$ cat src/rtl/repeater_pkg.sv
// Shared definitions for the repeater stream arbiter: default width, FSM
// state encoding and the channel-id width helper.
package repeater_pkg;

  localparam int DATA_W_DEF = 32;

  localparam logic ARB   = 1'b0;
  localparam logic GRANT = 1'b1;

  function automatic int id_width(input int n);
    return (n > 1) ? $clog2(n) : 1;
  endfunction

endpackage

$ cat src/rtl/rr_pick.sv
// Combinational round-robin picker: first set request at or after ptr,
// wrapping circularly, found by masking a doubled request vector.
module rr_pick #(
  parameter int NUM_CH = 2,
  parameter int ID_W   = 1
) (
  input  logic [NUM_CH-1:0] req,
  input  logic [ID_W-1:0]   ptr,
  output logic              any,
  output logic [ID_W-1:0]   idx
);

  logic [2*NUM_CH-1:0] dbl;
  logic [2*NUM_CH-1:0] masked;
  logic                found;

  always_comb begin
    dbl    = {req, req};
    masked = '0;
    found  = 1'b0;
    idx    = '0;
    any    = |req;
    // Lower copy keeps only positions >= ptr; upper copy supplies the wrap.
    for (int i = 0; i < 2*NUM_CH; i++) begin
      masked[i] = dbl[i] && ((i >= NUM_CH) || (i >= int'(ptr)));
    end
    for (int i = 0; i < 2*NUM_CH; i++) begin
      if (!found && masked[i]) begin
        found = 1'b1;
        idx   = ID_W'(i % NUM_CH);
      end
    end
  end

endmodule

$ cat src/rtl/repeater_stream_arbiter.sv
// Packet-granular round-robin arbiter sharing one registered AXI-stream
// datapath between NUM_CH requesters; grants end on tlast or MAX_BURST words.
module repeater_stream_arbiter
  import repeater_pkg::*;
#(
  parameter int DATA_W    = DATA_W_DEF,
  parameter int NUM_CH    = 2,
  parameter int MAX_BURST = 16,
  parameter int ID_W      = id_width(NUM_CH)
) (
  input  logic                     clk,
  input  logic                     reset,
  input  logic [NUM_CH*DATA_W-1:0] s_tdata,
  input  logic [NUM_CH-1:0]        s_tvalid,
  input  logic [NUM_CH-1:0]        s_tlast,
  output logic [NUM_CH-1:0]        s_tready,
  output logic [DATA_W-1:0]        m_tdata,
  output logic                     m_tlast,
  output logic [ID_W-1:0]          m_tid,
  output logic                     m_tvalid,
  input  logic                     m_tready
);

  localparam int CNT_W = (MAX_BURST < 1) ? 1 : $clog2(MAX_BURST + 1);

  // Handshake: a beat moves on tvalid && tready at the rising clk edge;
  // m_* hold steady while m_tvalid is high and m_tready is low.
  logic              state, next_state;
  logic [ID_W-1:0]   grant, rr_ptr;
  logic [CNT_W-1:0]  burst_cnt;
  logic              ld, pick_any, accept, cap_hit, beat_last;
  logic [ID_W-1:0]   pick_idx;
  logic [DATA_W-1:0] sel_data;

  rr_pick #(.NUM_CH(NUM_CH), .ID_W(ID_W)) u_rr_pick (
    .req (s_tvalid),
    .ptr (rr_ptr),
    .any (pick_any),
    .idx (pick_idx)
  );

  always_comb begin
    ld        = ~m_tvalid | m_tready;
    sel_data  = s_tdata[int'(grant)*DATA_W +: DATA_W];
    accept    = (state == GRANT) && s_tvalid[grant] && ld;
    cap_hit   = (MAX_BURST != 0) && (int'(burst_cnt) == MAX_BURST - 1);
    beat_last = s_tlast[grant] | cap_hit;
  end

  always_ff @(posedge clk or posedge reset) begin
    if (reset) state <= ARB;
    else       state <= next_state;
  end

  always_comb begin
    next_state = state;
    case (state)
      ARB:     if (pick_any) next_state = GRANT;
      GRANT:   if (accept && beat_last) next_state = ARB;
      default: next_state = ARB;
    endcase
  end

  always_comb begin
    s_tready = '0;
    if (state == GRANT && ld) s_tready[grant] = 1'b1;
  end

  // Grant bookkeeping: pointer moves past the winner only when its grant ends.
  always_ff @(posedge clk or posedge reset) begin
    if (reset) begin
      grant     <= '0;
      rr_ptr    <= '0;
      burst_cnt <= '0;
    end else if (state == ARB) begin
      if (pick_any) begin
        grant     <= pick_idx;
        burst_cnt <= '0;
      end
    end else if (accept) begin
      if (beat_last) begin
        rr_ptr    <= (grant == ID_W'(NUM_CH - 1)) ? '0 : grant + 1'b1;
        burst_cnt <= '0;
      end else begin
        burst_cnt <= burst_cnt + 1'b1;
      end
    end
  end

  always_ff @(posedge clk or posedge reset) begin
    if (reset) begin
      m_tvalid <= 1'b0;
      m_tdata  <= '0;
      m_tlast  <= 1'b0;
      m_tid    <= '0;
    end else if (accept) begin
      m_tvalid <= 1'b1;
      m_tdata  <= sel_data;
      m_tlast  <= beat_last;
      m_tid    <= grant;
    end else if (m_tready) begin
      m_tvalid <= 1'b0;
    end
  end

endmodule
$ cat config.mk
export PLATFORM = sky130hd
export DESIGN_NAME = repeater_stream_arbiter
export DESIGN_NICKNAME = d
export VERILOG_FILES = /design/src/rtl/repeater_pkg.sv /design/src/rtl/rr_pick.sv /design/src/rtl/repeater_stream_arbiter.sv
export SDC_FILE = /design/constraint.sdc
export NUM_CORES = 1
export LEC_CHECK = 0
export CAP_MARGIN = 20
export CORE_MARGIN = 3
export CORE_UTILIZATION = 39
export CTS_BUF_LIST = sky130_fd_sc_hd__clkbuf_16
export DETAILED_ROUTE_END_ITERATION = 8
export GPL_TIMING_DRIVEN = 1
export PLACE_DENSITY = 0.8
export SYNTH_ARGS = -nofsm -noshare
export SYNTH_HDL_FRONTEND = slang
export SYNTH_HIERARCHICAL = 1
export SYNTH_SLANG_ARGS = --single-unit
$ cat constraint.sdc
create_clock -name clk -period 2.3 [get_ports clk]
set_clock_uncertainty 0.05 [all_clocks]
set_input_delay 0.46 -clock clk [delete_from_list [all_inputs] [get_ports clk]]
set_output_delay 0.46 -clock clk [all_outputs]
set_load 0.01 [all_outputs]
Word-level counts from Yosys, hierarchy flattened
Cells that the tools add are included.
{"block": "totals", "register_bits": 43, "elab_cells": 61, "out_inout_bits": 37}
{"block": "op_classes", "n_eq_ne": 2, "n_mux": 23, "addsub": 2, "n_bitwise": 4, "order_cmp": 3, "reduce_logical": 18, "shifts": 1}
{"op": "$shiftx A64 B7 Y32", "count": 1}
{"op": "$mux W5", "count": 4}
{"op": "$mux W1", "count": 16}
{"op": "$logic_and A1 B1 Y1", "count": 9}
{"op": "$add A5 B1 Y5 const B", "count": 1}
{"op": "$eq A5 B5 Y1 const B", "count": 1}
{"op": "$reduce_and A2 Y1", "count": 2}
{"op": "$reduce_bool A2 Y1", "count": 2}
{"op": "$logic_not A1 Y1", "count": 3}
{"op": "$reduce_and A3 Y1", "count": 1}
{"op": "$lt A1 B2 Y1 const B", "count": 1}
{"op": "$mux W2", "count": 1}
{"op": "$ne A2 B1 Y1 const B", "count": 1}
{"op": "$not A1 Y1", "count": 2}
{"op": "$or A1 B1 Y1", "count": 2}
{"op": "$pmux W1 S2", "count": 1}
{"op": "$reduce_or A2 Y1", "count": 1}
{"op": "$add A1 B1 Y1 const B", "count": 1}
{"op": "$demux W1 S1", "count": 1}
{"op": "$ge A1 B1 Y1 const A", "count": 1}
{"op": "$ge A1 B1 Y1 const B", "count": 1}

Depth between registers and ports, before layout
Gate-level depths: netlist of run 1.
{"block": "logic_depth", "word_depth": 12, "mapped_depth": 6}

Hierarchy
The synthesis of run 1 kept the hierarchy.
{"module": "repeater_stream_arbiter", "cells_each": 196, "n_inst": 1, "seq_area_each_um2": 1076.0, "area_per_inst_um2": 2038.2}
{"module": "rr_pick", "cells_each": 3, "n_inst": 1, "seq_area_each_um2": 0.0, "area_per_inst_um2": 17.5}

Worst setup path before layout of run 1
No wires, ideal clock.
{"block": "synth_path", "path_kind": "flip-flop to flip-flop", "start": "register burst_cnt[0]", "end": "register burst_cnt[2]", "synth_period_minus_slack_ns": 1.837, "path_stages_with_launch": 7, "arrival_time_ns": 1.691, "slack_ns": 0.463, "path_cell_list": "dfrtp_1 -> ha_1 -> and3_1 -> ha_1 -> a211oi_2 -> nand2b_4 -> o32ai_2"}
{"block": "synth_via", "elab_chain_len": 5, "word_cells_on_any_way": 6}
{"item": "start: declaration", "line": "repeater_stream_arbiter.sv:30", "rtl": "logic [CNT_W-1:0] burst_cnt;"}
{"item": "start signal: assignment", "line": "repeater_stream_arbiter.sv:85", "rtl": "burst_cnt <= burst_cnt + 1'b1;"}
{"item": "branches (longest 2 deep; another with $add A5 B1 Y5)"}
{"item": "$mux W5 (*)", "line": "repeater_stream_arbiter.sv:81", "rtl": "if (beat_last) begin"}
{"item": "$mux W5 (*)", "line": "repeater_stream_arbiter.sv:80", "rtl": "end else if (accept) begin"}
{"item": "$mux W5 (*)", "line": "repeater_stream_arbiter.sv:75", "rtl": "end else if (state == ARB) begin"}
Mark *: on every way between the ends. The select of a mux whose other input is x is not followed.
A chain may end at the register's enable or synchronous reset.

Final worst setup path of run 1
{"block": "layout_path", "start": "input port m_tready", "end": "output port s_tready[1]"}
{"block": "layout_via", "elab_chain_len": 3}
{"item": "start: declaration", "line": "repeater_stream_arbiter.sv:21", "rtl": "input logic m_tready"}
{"item": "$or A1 B1 Y1", "line": "repeater_stream_arbiter.sv:43", "rtl": "ld = ~m_tvalid | m_tready;"}
{"item": "$logic_and A1 B1 Y1", "line": "repeater_stream_arbiter.sv:66", "rtl": "if (state == GRANT && ld) s_tready[grant] = 1'b1;"}
{"item": "$mux W2", "line": "repeater_stream_arbiter.sv:66"}
{"item": "end: declaration", "line": "repeater_stream_arbiter.sv:16", "rtl": "output logic [NUM_CH-1:0] s_tready,"}
No other way between the ends.

==> results of run 1 <==
-- stage by stage --
stage | setup WS [ns] | std cells | util (%) | total power (uW)
global placement | 0.0803 | 368 | 65.6 | 3300
floorplan | 0.463 | 199 | - | 2360
finish | 0.0654 | 376 | 68.9 | 4080
global route | 0.00731 | 376 | 68.9 | 4380
CTS | 0.0503 | 376 | 68.9 | 4140
detailed placement | 0.0547 | 368 | 65.6 | 3350
-- final cells by class --
type	count	area, um^2
fillers	398	1530
clock buffers	5	125
clock inverters	3	38.8
flip-flops and latches	43	1080
well taps	67	83.8
multi-input cells	137	881
inverters	6	22.5
repair buffers	115	1160
-- sequential cells by signal, summed over array words and instances (netlist names) --
signal / count
state: 1
m_tvalid: 1
m_tid: 1
m_tdata: 32
grant: 1
m_tlast: 1
burst_cnt: 5
rr_ptr: 1
-- worst reg2reg max path: cells and delay by family (launching register included) --
kind	cells	cell delay (ns)
flops	1	0.41
fa+ha+maj	2	0.43
simple gates	2	0.27
buf+inv	1	0.18
compound gates	2	0.44
-- worst max path at each step --
| stage | end | cells after the start | slack (ns) |
|---|---|---|---|
| after detailed placement | s_tready[1] | 4 | 0.05 |
| after CTS | s_tready[1] | 4 | 0.05 |
| final | s_tready[1] | 4 | 0.07 |
| after global routing | s_tready[0] | 5 | 0.007 |
| after floorplan | burst_cnt[2] | 6 | 0.46 |
| after global placement | s_tready[1] | 4 | 0.08 |
-- cell usage after synthesis (all sizes together) --
cell type | n | share of area [%]
and3 | 2 | 0.61
nand3 | 7 | 1.9
nor2b | 1 | 0.30
a21oi | 2 | 0.49
nand4b | 1 | 0.43
a21boi | 2 | 0.73
a31oi | 1 | 0.30
o21ai | 37 | 9.0
nand2b | 3 | 1.3
o31ai | 1 | 0.37
o211ai | 1 | 0.37
clkbuf | 3 | 0.55
a211oi | 1 | 0.61
nand2 | 37 | 6.8
dfrtp | 43 | 52
ha | 2 | 1.2
nor2 | 2 | 0.37
inv | 6 | 1.1
mux2i | 32 | 16
o32ai | 1 | 0.79
buf | 10 | 3.2
or2 | 2 | 0.61
mux2 | 2 | 1.1
-- cell families after synthesis --
kind of cell,share of synthesized area [%]
mux,16.7
buf+inv,4.81
compound gates,12.7
simple gates,12.3
fa+ha+maj,1.22
flops,52.3
-- layer usage --
layer / GRT usage (%) / share of wire [%] / up-vias
met1: 19.8 / 40 / 827
met2: 30.2 / 51 / 64
li1: - / - / 902
met4: 4.72 / 0.89 / 0
met3: 5.62 / 8.4 / 4
met5: 0 / 0 / -
-- report_power, final --
part,internal (uW),switching [uW],leakage (uW)
clock,506,266,0.0000812
sequential,1100,207,0.000534
combinational,1090,904,0.000849
==> results.rst, run 1 <==
.. list-table::
   :header-rows: 1

   * - Metric
     - Value
   * - CTS tree
     - done
   * - Register-to-Register Path Depth
     - 7
   * - Number of hold-slack violations in the final timing report
     - 0
   * - Critical path endpoint category
     - primary output
   * - Cell at the root of the clock tree
     - sky130_fd_sc_hd__clkbuf_16
   * - Number of global-route vias before repair
     - 1822
   * - Number of DRC violations after detailed-routing iteration 0
     - 38
   * - Detail Route Antenna Nets
     - 0
   * - Initial antenna violation count
     - 0
   * - Total routing usage reported by global routing
     - 17.1%
   * - Post-CTS setup buffer count
     - 0
   * - Placement Rows
     - 25
   * - Chain of cells forming the critical path
     - clkdlybuf4s50_1 -> nand2b_1 -> and3_1 -> clkdlybuf4s50_1
   * - Hold Path Stages
     - 2
   * - Most used cell along the critical path
     - sky130_fd_sc_hd__clkdlybuf4s50_1
   * - Total nets after synthesis
     - 272
   * - Slowest CP cell
     - sky130_fd_sc_hd__clkdlybuf4s50_1
   * - Startpoint of the worst register-to-register path
     - burst_cnt[0]
   * - Sequential fraction of the synthesis area
     - 52.3%
   * - Unrepaired setup endpoints after global routing
     - no
   * - CP Data Required Time
     - 1.79 ns
   * - Commonest non-fill, non-tap cell in the layout
     - sky130_fd_sc_hd__clkdlybuf4s50_1
   * - Worst max-slew margin expressed relative to the limit
     - 64.8%
   * - Buffer depth of the longest clock path
     - 2
   * - VDD IR-drop max
     - 0.000562 V
   * - Crit path from
     - m_tready
   * - Total of warnings raised by yosys
     - 6
   * - Peak fanout along the critical path
     - 3
   * - Die height
     - 78.6 um
   * - Number of flip-flops and latches in the synthesized netlist
     - 43
   * - Library cells used by synthesis
     - 29
   * - Endpoint of the worst hold path
     - m_tdata[8]
   * - Run status
     - finished clean
   * - Final setup TNS
     - 0 ns
   * - Number of top-level pins
     - 108
   * - Post-route cell area
     - 3380 um^2
   * - Setup Viol. Count Final
     - 0
   * - Leakage dissipation
     - 0.00146 uW
   * - Leftover overflow at the end of global routing
     - 0
   * - Router iterations before antenna repair
     - 4
   * - Critical path class
     - in2out
   * - Number of vias in the routed layout
     - 1797
   * - Max Freq
     - 448 MHz
   * - DIE AREA
     - 6180 um^2
   * - Floorplan die width
     - 78.6 um
   * - Wire length of the first global-routing pass
     - 8420 um
   * - Power density cells
     - 1210 nW/um^2
   * - Number of CTS-inserted buffers
     - 5
   * - Number of remaining DRC errors
     - 0
   * - Buf+Inv Stages, Crit Path
     - 2
   * - Share of cells above drive strength 1
     - 7.44%
   * - Number of clock sinks
     - 43
   * - Post-synth design cell area
     - 2060 um^2
   * - Crit path time final
     - 2.23 ns
   * - Clock slew at the register clock pins of the worst setup and hold paths
     - 0.06 ns
   * - Post-cts resize count
     - 0
   * - Initial core utilization
     - 41.9%
   * - Max-cap check violation count
     - 0
   * - DRT Wirelength
     - 5070 um
   * - Worst-skew pair later-pin latency
     - 0.28 ns
   * - Count of buffers inserted at the top-level ports
     - 107
   * - Worst slew pin tran
     - 0.527 ns
   * - RePlAce Congestion
     - 0.739
   * - Cell family contributing the most delay on the critical path
     - buffers and inverters
   * - Most frequent cells in the layout
     - 107 x sky130_fd_sc_hd__clkdlybuf4s50_1, 42 x sky130_fd_sc_hd__dfrtp_1, 37 x sky130_fd_sc_hd__nand2_1
   * - Maximum number of pins on one net before global-route repair
     - 46
   * - Post-synthesis cell count
     - 199
   * - Core outline area
     - 4910 um^2
   * - Synthesized area divided by synthesized cell count
     - 10.3 um^2
   * - Number of H-tree levels
     - 2
   * - Area after detailed placement
     - 3220 um^2
   * - Hpwl dp
     - 4010 um
   * - Slowest cell delay on critical path
     - 0.53 ns
   * - Vias per std cell
     - 4.78
   * - Post-cts hold buffer count
     - 0
   * - Total Nets Final
     - 381
   * - Startpoint kind of the worst setup timing path
     - input pin
   * - Period utilization
     - 97.2%
   * - Synthesis-to-finish area growth
     - 64.6%
   * - Wire length per cell after detailed routing
     - 13.5 um
   * - Flop-to-flop setup slack
     - 0.42 ns
   * - Worst hold slack across all endpoints
     - 0.432 ns
   * - Hold wc startpoint
     - m_tdata[8]
   * - Final slew viol count
     - 0
   * - HP Class
     - reg2reg
   * - Worst R2R End
     - burst_cnt[2]
   * - Arrival time worst endpoint
     - 1.72 ns
   * - Diode count
     - 0
Power figures use the tool's default switching activity.
==> run 2, diff against run 1 <==
--- a/config.mk
+++ b/config.mk
@@ -6,7 +6,6 @@
 export NUM_CORES = 1
 export LEC_CHECK = 0
 export CAP_MARGIN = 20
-export CORE_MARGIN = 3
 export CORE_UTILIZATION = 39
 export CTS_BUF_LIST = sky130_fd_sc_hd__clkbuf_16
 export DETAILED_ROUTE_END_ITERATION = 8
==> results.rst, run 2 (synthesis results as in run 1) <==
.. list-table::
   :header-rows: 1

   * - Metric
     - Value
   * - Endpoint of the worst hold path
     - m_tdata[15]
   * - Fraction of power consumed by combinational cells
     - 49.8%
   * - Post-CTS setup buffer count
     - 0
   * - Register-to-Register Path Depth
     - 7
   * - VDD IR-drop max
     - 0.000487 V
   * - Number of clock sinks
     - 43
   * - Number of hold-slack violations in the final timing report
     - 0
   * - Total Nets Final
     - 381
   * - Critical path endpoint category
     - primary output
   * - Slowest CP cell
     - sky130_fd_sc_hd__clkdlybuf4s50_1
   * - HP Class
     - reg2reg
   * - Slowest cell delay on critical path
     - 0.53 ns
   * - Arrival time worst endpoint
     - 1.74 ns
   * - Core outline area
     - 5110 um^2
   * - Initial core utilization
     - 40.2%
   * - Most frequent cells in the layout
     - 106 x sky130_fd_sc_hd__clkdlybuf4s50_1, 42 x sky130_fd_sc_hd__dfrtp_1, 37 x sky130_fd_sc_hd__nand2_1
   * - Clk pwr share
     - 17.3%
   * - RePlAce Congestion
     - 0.686
   * - Worst max-slew margin expressed relative to the limit
     - 63.5%
   * - Hold Path Stages
     - 2
   * - Number of DRC violations after detailed-routing iteration 0
     - 79
   * - Internal power summed over all cells
     - 2580 uW
   * - Buf+Inv Stages, Crit Path
     - 2
   * - Period utilization
     - 97.7%
   * - Vias per std cell
     - 4.64
   * - Count of buffers inserted at the top-level ports
     - 107
   * - Sw frac
     - 34.6%
   * - Final slew viol count
     - 0
   * - Hold wc startpoint
     - m_tdata[15]
   * - Floorplan die width
     - 74.6 um
   * - Die height
     - 74.6 um
   * - Number of top-level pins
     - 108
   * - Cell at the root of the clock tree
     - sky130_fd_sc_hd__clkbuf_16
   * - Flop-to-flop setup slack
     - 0.42 ns
   * - Leftover overflow at the end of global routing
     - 0
   * - Clock slew at the register clock pins of the worst setup and hold paths
     - 0.06 ns
   * - Detail Route Antenna Nets
     - 0
   * - Worst-skew pair later-pin latency
     - 0.28 ns
   * - Initial antenna violation count
     - 0
   * - Most used cell along the critical path
     - sky130_fd_sc_hd__clkdlybuf4s50_1
   * - Critical path class
     - in2out
   * - Number of vias in the routed layout
     - 1760
   * - Chain of cells forming the critical path
     - clkdlybuf4s50_1 -> nand2b_1 -> and3_1 -> clkdlybuf4s50_1
   * - DRT Wirelength
     - 4540 um
   * - Wire length of the first global-routing pass
     - 7330 um
   * - Switching power summed over all nets
     - 1360 uW
   * - Synthesis-to-finish area growth
     - 64.0%
   * - Fraction of power consumed by sequential logic
     - 32.8%
   * - Cell family contributing the most delay on the critical path
     - buffers and inverters
   * - Crit path time final
     - 2.25 ns
   * - CTS tree
     - done
   * - Placement Rows
     - 26
   * - Number of CTS-inserted buffers
     - 5
   * - Total routing usage reported by global routing
     - 17.7%
   * - Dpl ws
     - 0.0528 ns
   * - Commonest non-fill, non-tap cell in the layout
     - sky130_fd_sc_hd__clkdlybuf4s50_1
   * - Post-cts hold buffer count
     - 0
   * - Hpwl dp
     - 3510 um
   * - Unrepaired setup endpoints after global routing
     - no
   * - CP Data Required Time
     - 1.79 ns
   * - Number of global-route vias before repair
     - 1609
   * - Worst slew pin tran
     - 0.547 ns
   * - Registers with the most flip-flops
     - m_tdata: 32 flops, burst_cnt: 5 flops
   * - Startpoint of the worst register-to-register path
     - burst_cnt[0]
   * - Setup Viol. Count Final
     - 0
   * - Router iterations before antenna repair
     - 4
   * - Peak fanout along the critical path
     - 3
   * - Worst R2R End
     - burst_cnt[2]
   * - Wire length per cell after detailed routing
     - 12.0 um
   * - Buffer depth of the longest clock path
     - 2
   * - Final setup TNS
     - 0 ns
   * - DIE AREA
     - 5570 um^2
   * - Power density cells
     - 1170 nW/um^2
   * - Max Freq
     - 445 MHz
   * - Final setup margin
     - 0.0540 ns
   * - Leakage dissipation
     - 0.00146 uW
   * - Run status
     - finished clean
   * - Max-cap check violation count
     - 0
   * - Number of H-tree levels
     - 2
   * - Number of flip-flops under the largest register name
     - 32
   * - Register containing the most flip-flops in the final layout
     - m_tdata
   * - Number of remaining DRC errors
     - 0
   * - Startpoint kind of the worst setup timing path
     - input pin
   * - Maximum number of pins on one net before global-route repair
     - 40
   * - Share of cells above drive strength 1
     - 7.77%
   * - Diode count
     - 0
## run 2: worst register-to-register path, delay by kind of cell (launching register included)
family / cells / cell delay [ns]
flip-flops: 1 / 0.41
adder cells (fa/ha/maj): 2 / 0.43
AO/OA/AOI/OAI: 2 / 0.44
buffers and inverters: 1 / 0.18
AND/OR/NAND/NOR: 2 / 0.28
## run 2: layout make-up
type                            instances  area, um^2
Fill cell                             441        1740
Timing Repair Buffer                  115        1160
Sequential cell                        43        1080
Multi-Input combinational cell        137         881
Clock buffer                            5         125
Tap cell                               70        87.6
Inverter                                6        22.5
Clock inverter                          3        20.0
## run 2: what timing repair did
item | 4_1_cts | 5_1_grt
resized for setup | 0 | 1
setup endpoints to repair | 0 | 1
hold endpoints to repair | 0 | 0
## run 2: through the flow
step | power [uW] | utilization (%) | area [um^2] | hold WS [ns] | std cells
after global routing | 4240 | 66.0 | 3370 | 0.446 | 379
after floorplan | 2360 | - | 2060 | 0.411 | 199
after global placement | 3270 | 63.1 | 3220 | 0.416 | 371
after CTS | 4000 | 66.0 | 3370 | 0.437 | 379
final | 3940 | 66.0 | 3370 | 0.429 | 379
after detailed placement | 3310 | 63.1 | 3220 | 0.424 | 371
## run 2: layer usage
metal	up-vias	track usage [%]	routed length, um
met5	-	0	0
met4	0	5.03	38
met3	5	5.83	337
met2	61	30.2	2300
met1	793	21.2	1870
li1	901	-	-
## run 2: worst max path at each step
stage              endpoint  cells past startpoint  slack [ns]          from
6_report        s_tready[1]                      4        0.05      m_tready
3_5_place_dp    s_tready[0]                      5        0.05      m_tready
3_3_place_gp    s_tready[1]                      4        0.09      m_tready
2_1_floorplan  burst_cnt[2]                      6        0.46  burst_cnt[0]
5_1_grt         s_tready[1]                      4       0.002      m_tready
4_1_cts         s_tready[0]                      5        0.05      m_tready
## run 2: power by group through the flow
stage          Clock, uW  Sequential (uW)  Combinational, uW
2_1_floorplan          0             1440                925
6_report             683             1300               1970
3_3_place_gp           0             1300               1970
3_5_place_dp           0             1310               2000
4_1_cts              698             1300               2010
5_1_grt              733             1350               2160
==> run 3, diff against run 2 <==
--- a/config.mk
+++ b/config.mk
@@ -11,6 +11,7 @@
 export DETAILED_ROUTE_END_ITERATION = 8
 export GPL_TIMING_DRIVEN = 1
 export PLACE_DENSITY = 0.8
+export SLEW_MARGIN = 20
 export SYNTH_ARGS = -nofsm -noshare
 export SYNTH_HDL_FRONTEND = slang
 export SYNTH_HIERARCHICAL = 1
==> results of run 3 <==
The final DEF is identical to that of run 2; final timing and power are the same.
